File: config.mk
export PLATFORM = sky130hd
export DESIGN_NAME = mem_arbiter
export DESIGN_NICKNAME = d
export VERILOG_FILES = /design/src/rtl/mem_arbiter.sv
export SDC_FILE = /design/constraint.sdc
export NUM_CORES = 1
export LEC_CHECK = 0
export CAP_MARGIN = 5
export CORE_ASPECT_RATIO = 0.7
export CORE_MARGIN = 5
export CORE_UTILIZATION = 37
export DETAILED_ROUTE_END_ITERATION = 8
export MAX_ROUTING_LAYER = met4
export PLACE_DENSITY = 0.83
export SETUP_SLACK_MARGIN = 0.2
export SYNTH_ARGS = -nofsm -noshare
export SYNTH_HDL_FRONTEND = slang
export SYNTH_SLANG_ARGS = --single-unit
File: constraint.sdc
create_clock -name clk -period 1.5 [get_ports clk]
set_input_delay 0.225 -clock clk [delete_from_list [all_inputs] [get_ports clk]]
set_output_delay 0.225 -clock clk [all_outputs]
set_load 0.02 [all_outputs]
File: src/rtl/mem_arbiter.sv
// Two-port (fetch/data) arbiter in front of a single fixed-latency memory.
// Define MEM_ARBITER_RR_EN for round-robin grant; default is fixed data priority.
module mem_arbiter #(
   parameter int ADDR_WIDTH  = 16,
   parameter int MEM_LATENCY = 1
) (
   input  logic                  clk,
   input  logic                  reset,
   input  logic                  i_req,
   input  logic [ADDR_WIDTH-1:0] i_addr,
   output logic [31:0]           i_rdata,
   output logic                  i_ack,
   input  logic                  d_req,
   input  logic [ADDR_WIDTH-1:0] d_addr,
   input  logic [3:0]            d_wmask,
   input  logic [31:0]           d_wdata,
   output logic [31:0]           d_rdata,
   output logic                  d_ack,
   output logic                  mem_en,
   output logic [ADDR_WIDTH-1:0] mem_addr,
   output logic [3:0]            mem_wmask,
   output logic [31:0]           mem_wdata,
   input  logic [31:0]           mem_rdata,
   output logic                  busy
);

   typedef enum logic [1:0] {
      IDLE  = 2'd0,
      ISSUE = 2'd1,
      WAIT  = 2'd2,
      RESP  = 2'd3
   } state_t;

   localparam logic [2:0] LAT_LAST = 3'(MEM_LATENCY - 1);

   state_t     state_r;
   state_t     state_nxt_s;
   logic       owner_d_r;
   logic       write_r;
   logic [2:0] wait_cnt_r;
   logic       grant_s;
   logic       grant_d_s;

`ifdef MEM_ARBITER_RR_EN
   logic       last_grant_d_r;
`endif

   function automatic logic [ADDR_WIDTH-1:0] word_align(input logic [ADDR_WIDTH-1:0] a);
      word_align = a & {{(ADDR_WIDTH-2){1'b1}}, 2'b00};
   endfunction

   // Next-state and grant decision
   always_comb begin
      grant_s     = 1'b0;
      grant_d_s   = 1'b0;
      state_nxt_s = state_r;
      case (state_r)
         IDLE: begin
            if (i_req || d_req) begin
               grant_s = 1'b1;
`ifdef MEM_ARBITER_RR_EN
               if (i_req && d_req) begin
                  grant_d_s = ~last_grant_d_r;
               end else begin
                  grant_d_s = d_req;
               end
`else
               grant_d_s = d_req;
`endif
               state_nxt_s = ISSUE;
            end else begin
               state_nxt_s = IDLE;
            end
         end
         ISSUE:   state_nxt_s = WAIT;
         WAIT: begin
            if (wait_cnt_r == LAT_LAST) begin
               state_nxt_s = RESP;
            end else begin
               state_nxt_s = WAIT;
            end
         end
         RESP:    state_nxt_s = IDLE;
         default: state_nxt_s = IDLE;
      endcase
   end

   // State register, latched transaction and registered outputs
   always_ff @(posedge clk) begin
      if (reset) begin
         state_r    <= IDLE;
         owner_d_r  <= 1'b0;
         write_r    <= 1'b0;
         wait_cnt_r <= 3'd0;
         busy       <= 1'b0;
         mem_en     <= 1'b0;
         mem_wmask  <= 4'b0000;
         mem_addr   <= '0;
         mem_wdata  <= 32'h0000_0000;
         i_ack      <= 1'b0;
         d_ack      <= 1'b0;
         i_rdata    <= 32'h0000_0000;
         d_rdata    <= 32'h0000_0000;
`ifdef MEM_ARBITER_RR_EN
         last_grant_d_r <= 1'b0;
`endif
      end else begin
         state_r   <= state_nxt_s;
         busy      <= (state_nxt_s != IDLE);
         mem_en    <= (state_nxt_s == ISSUE);
         mem_wmask <= (grant_s && grant_d_s) ? d_wmask : 4'b0000;
         i_ack     <= (state_nxt_s == RESP) && !owner_d_r;
         d_ack     <= (state_nxt_s == RESP) && owner_d_r;
         if (grant_s) begin
            owner_d_r <= grant_d_s;
            write_r   <= grant_d_s && (d_wmask != 4'b0000);
            mem_addr  <= word_align(grant_d_s ? d_addr : i_addr);
            mem_wdata <= grant_d_s ? d_wdata : 32'h0000_0000;
`ifdef MEM_ARBITER_RR_EN
            last_grant_d_r <= grant_d_s;
`endif
         end
         if (state_r == ISSUE) begin
            wait_cnt_r <= 3'd0;
         end else if (state_r == WAIT) begin
            wait_cnt_r <= wait_cnt_r + 3'd1;
         end
         // Read data is captured on the last WAIT cycle, visible with the ack
         if (state_nxt_s == RESP) begin
            if (!owner_d_r) begin
               i_rdata <= mem_rdata;
            end else if (!write_r) begin
               d_rdata <= mem_rdata;
            end
         end
      end
   end

endmodule

Word-level counts from Yosys, hierarchy flattened
Cells that the tools add are included.
- add/subtract/negate cells: 1
- eq/ne operators: 5
- multiplexer cells: 9
- bitwise gates (word level): 3
- reduce and logical (&&, ||, !) cells: 14
- operator list (kind ; number):
    $mux 32 ; 1
    $mux 16 ; 1
    $pmux 2 s4 ; 1
    $eq 2x2->1 const B ; 3
    $mux 1 ; 6
    $eq 2x1->1 const B ; 2
    $logic_and 1x1->1 ; 4
    $reduce_bool 4->1 ; 1
    $reduce_or 2->1 ; 2
    $add 3x1->3 const B ; 1
    $logic_not 3->1 ; 1
    $not 1->1 ; 3
    $reduce_and 3->1 ; 1
    $logic_not 2->1 ; 1
    $reduce_and 2->1 ; 1
    $reduce_bool 2->1 ; 1
    $logic_not 1->1 ; 1
    $logic_or 1x1->1 ; 1
- register bits after elaboration: 125
- bits of input ports: 104

Longest topological paths before layout
- word-level depth: 6
- mapped depth: 8
- depth with buffers taken out: 5

Worst setup path before layout
OpenSTA, ideal clock, no wires.
- path type: flip-flop to flip-flop
- start: register state_r[0]
- end: register d_rdata[10]
- data arrival time: 1.573 ns
- data required time: 1.428 ns
- slack: -0.144 ns
- stages on the path, launching flop included: 9
- period minus slack after synthesis: 1.644 ns
- cell sequence: dfxtp_1 -> inv_1 -> ha_1 -> nand4bb_1 -> buf_2 -> a211oi_2 -> buf_6 -> buf_12 -> mux2i_1
- cells in the longest elaborated chain, start to end: 4
- RTL lines (what ; line ; RTL):
    from (decl) ; 36 ; state_t state_r;
    from (signal assigned) ; 108 ; state_r <= state_nxt_s;
    $eq 2x2->1, or another cell as far along ; 57 ; case (state_r)
    $pmux 2 s4 (*) ; 57 ;
    $eq 2x2->1 (*) ; 129 ; if (state_nxt_s == RESP) begin
    $reduce_and 3->1 (no line) (*) ; -- ;
    to (signal assigned) ; 133 ; d_rdata <= mem_rdata;
    to (decl) ; 17 ; output logic [31:0] d_rdata,
Mark *: on every way between the ends. The rest lies on a longest branch, timed or not.
A chain may end at the register's enable or synchronous reset.

Final worst setup path
- start: register state_r[0]
- end: register d_rdata[14]
The elaborated chain is that of the path after synthesis.

==> results.toml <==
[synth]
syn_area_per_cell_sq_um = 10.90
synthTopCellsByCount = "125 x dfxtp_1, 98 x nand2b_1, 65 x mux2i_1"
ys_ff_latch = 125
synth_most_common_cell = "dfxtp_1"
synthTopCellsByArea = "dfxtp_1 52%, mux2i_1 14%, nand2b_1 13%"
synth_cell_type_count = 30
synth_edf_count = 0
async_flop_share = 0
yosysSeqAreaShare = 0.5204
synthCells = 441
yosys.area.top_type_share = 0.5204
synth_warnings = 0
syn_area_sq_um = 4808
yosys_most_used_dff = "dfxtp_1"
yosys.area.top_type = "dfxtp_1"

[run_status]
status = "finished with violations"
violations = "setup timing"

[timing]
fin_crit_sh = 1.184
setup_slack_ns = -0.2767
slew_violations = 0
skew_ns = 0.009839
finalHoldViolations = 0
setup_viol = 69
period_needed_ns = 1.777
fmax_ghz = 0.5628
rsz0062_at_grt = "true"

[finish]
fin_cells = 859
areaGrowthSynthToFinish_pct = 66.85
nets = 794
regArea_sq_um = 2505
antennaDiodeCount = 0
multi_input_area_sq_um = 2168
fillers = 1002
drive_gt1_frac = 0.2769

[placed_design]
portBuffers = 217
hpwl_um = 10590
numPlacedInstances = 816
routabilityCongestion = 0.7735
place_ws_ns = -0.2503

[detailed_routing]
wl_met1_um = 6411
met2_length_um = 7451
drtPass1Iterations = 4
viasPerCell = 4.797
drc = 0
met3_wirelength_um = 939
top_layer = "met4"
drt-total-wl_um = 15120
vias = 4121
wl_per_cell_um = 17.60
antenna_left = 0
drt_iter0_markers = 137

[clocking]
cts_sinks = 125
cts_tree = "built"
clock_path_buffers = 2
holdBufCountCts = 0
htreeDepth = 4
insertion_delay_ns = 0.40
numCtsBuffers = 17
cts_root_buf = "clkbuf_16"
clkTransAtPathRegs_ns = 0.06

[run]
cap_violations = 0

[worst_setup_path]
path_class = "reg -> reg"
crit_required_ns = 1.82
critPathLaunchType = "flop"
cp.arrival_ns = 2.09
endpoint_kind = "flop"
crit_fanout = 5
ff2ff_setup_slack_ns = -0.28

[power_and_ir_drop]
combPwrFrac = 0.252
swShare = 0.2834
power_density_nw_per_um2 = 1370
intPower_w = 0.007874
p_clk_frac = 0.393
switching_power_w = 0.003114
max-vdd-ir-drop_mv = 0.8210
seqPwrFrac = 0.355
leakage_nw = 3.350

[global_route]
grt_pass1_wl_um = 23730
antenna_found_initial = 0
grt_remaining_overflow = 0
grt_max_degree = 44
grt_pass1_vias = 4556
grtUsageTotal = 0.1963

[floorplanning]
die_area_sq_um = 15410
rows = 34
die_w_um = 146.3
chipHeight_um = 105.4
initial_core_util = 0.3819
io_pins = 224
core_sq_um = 12590

[min_path]
min_path_type = "in -> reg"
-- kinds of logic after synthesis --
group | share of synthesized area
AND/OR/NAND/NOR | 0.1582
flip-flops | 0.5204
AO/OA/AOI/OAI | 0.1158
multiplexers | 0.1353
buffers and inverters | 0.05022
adder cells (fa/ha/maj) | 0.01561
XOR/XNOR | 0.003644
other | 0.0007799
-- area by class of cell --
type,instances,area share
Multi-Input combinational cell,275,0.2703
Clock inverter,12,0.02339
Timing Repair Buffer,258,0.3108
Clock buffer,20,0.05443
Tap cell,162,0.02527
Inverter,7,0.003587
Sequential cell,125,0.3122
-- worst max-delay path, stage by stage (launching register included) --
cell and delay (ns):
dfxtp_2 0.35, inv_4 0.05, ha_4 0.15, nand4bb_4 0.19, buf_6 0.14, a211oi_4 0.27
buf_6 0.19, buf_12 0.14, mux2i_1 0.21
-- through the flow --
step	power (W)	TNS (ns)	hold slack (ns)	util	area, sq um
6_report	0.01099	-12.68	0.3629	0.6371	8023
5_1_grt	0.01147	-17.15	0.3907	0.6371	8023
4_1_cts	0.01103	-13.54	0.3545	0.6502	8188
3_5_place_dp	0.006682	-16.75	0.4597	0.5805	7310
3_3_place_gp	0.006598	-13.30	0.4508	0.5805	7310
2_1_floorplan	0.005366	-2.536	0.3467	-	4882
-- power by group through the flow --
| stage | logic [W] | registers (W) | clock network [W] |
|---|---|---|---|
| 6_report | 0.00277 | 0.00390 | 0.00431 |
| 2_1_floorplan | 0.00102 | 0.00435 | 0 |
| 5_1_grt | 0.00294 | 0.00394 | 0.00459 |
| 3_3_place_gp | 0.00265 | 0.00394 | 0 |
| 4_1_cts | 0.00274 | 0.00390 | 0.00439 |
| 3_5_place_dp | 0.00272 | 0.00396 | 0 |
-- state kept, by name (all words and copies together), names as in the netlist --
signal and count:
owner_d_r 1, d_rdata 32, d_ack 1, state_r 2
i_ack 1, mem_wmask 4, mem_en 1, busy 1
i_rdata 32, write_r 1, wait_cnt_r 3, mem_addr 14
mem_wdata 32
-- path summary, 6_finish.rpt --
| path | endpoint | cells past startpoint | start |
|---|---|---|---|
| hold reg to reg | mem_wdata[28] | 1 | mem_wdata[28] |
| setup reg to reg | d_rdata[14] | 8 | state_r[0] |
| setup / recovery | d_rdata[14] | 8 | state_r[0] |
| hold / removal | i_rdata[29] | 3 | reset |
-- layout by cell type, fill, tap and decap left out, drive strengths merged, types with 6 or more instances in the layout --
master	synthesis	routed
a22o	33	33
clkdlybuf4s15	0	65
nor2	20	20
clkdlybuf4s50	0	98
inv	7	9
nand2b	98	98
mux2i	65	65
dfxtp	125	125
a211oi	15	15
clkbuf	16	64
ha	6	6
o22ai	14	14
buf	19	49
-- layer usage --
layer	global-route usage	vias to the layer above
met3	0.05405	21
met1	0.2228	1944
met4	0.08121	0
li1	-	2009
met2	0.3295	147
met5	-	-
-- what timing repair did --
item                                    4_1_cts  5_1_grt
cloned                                        3        3
resized for setup                           307       65
setup buffers                                 5        0
endpoints found under the setup margin      223      178
pin swaps                                     3        2
Power figures use the tool's default switching activity.
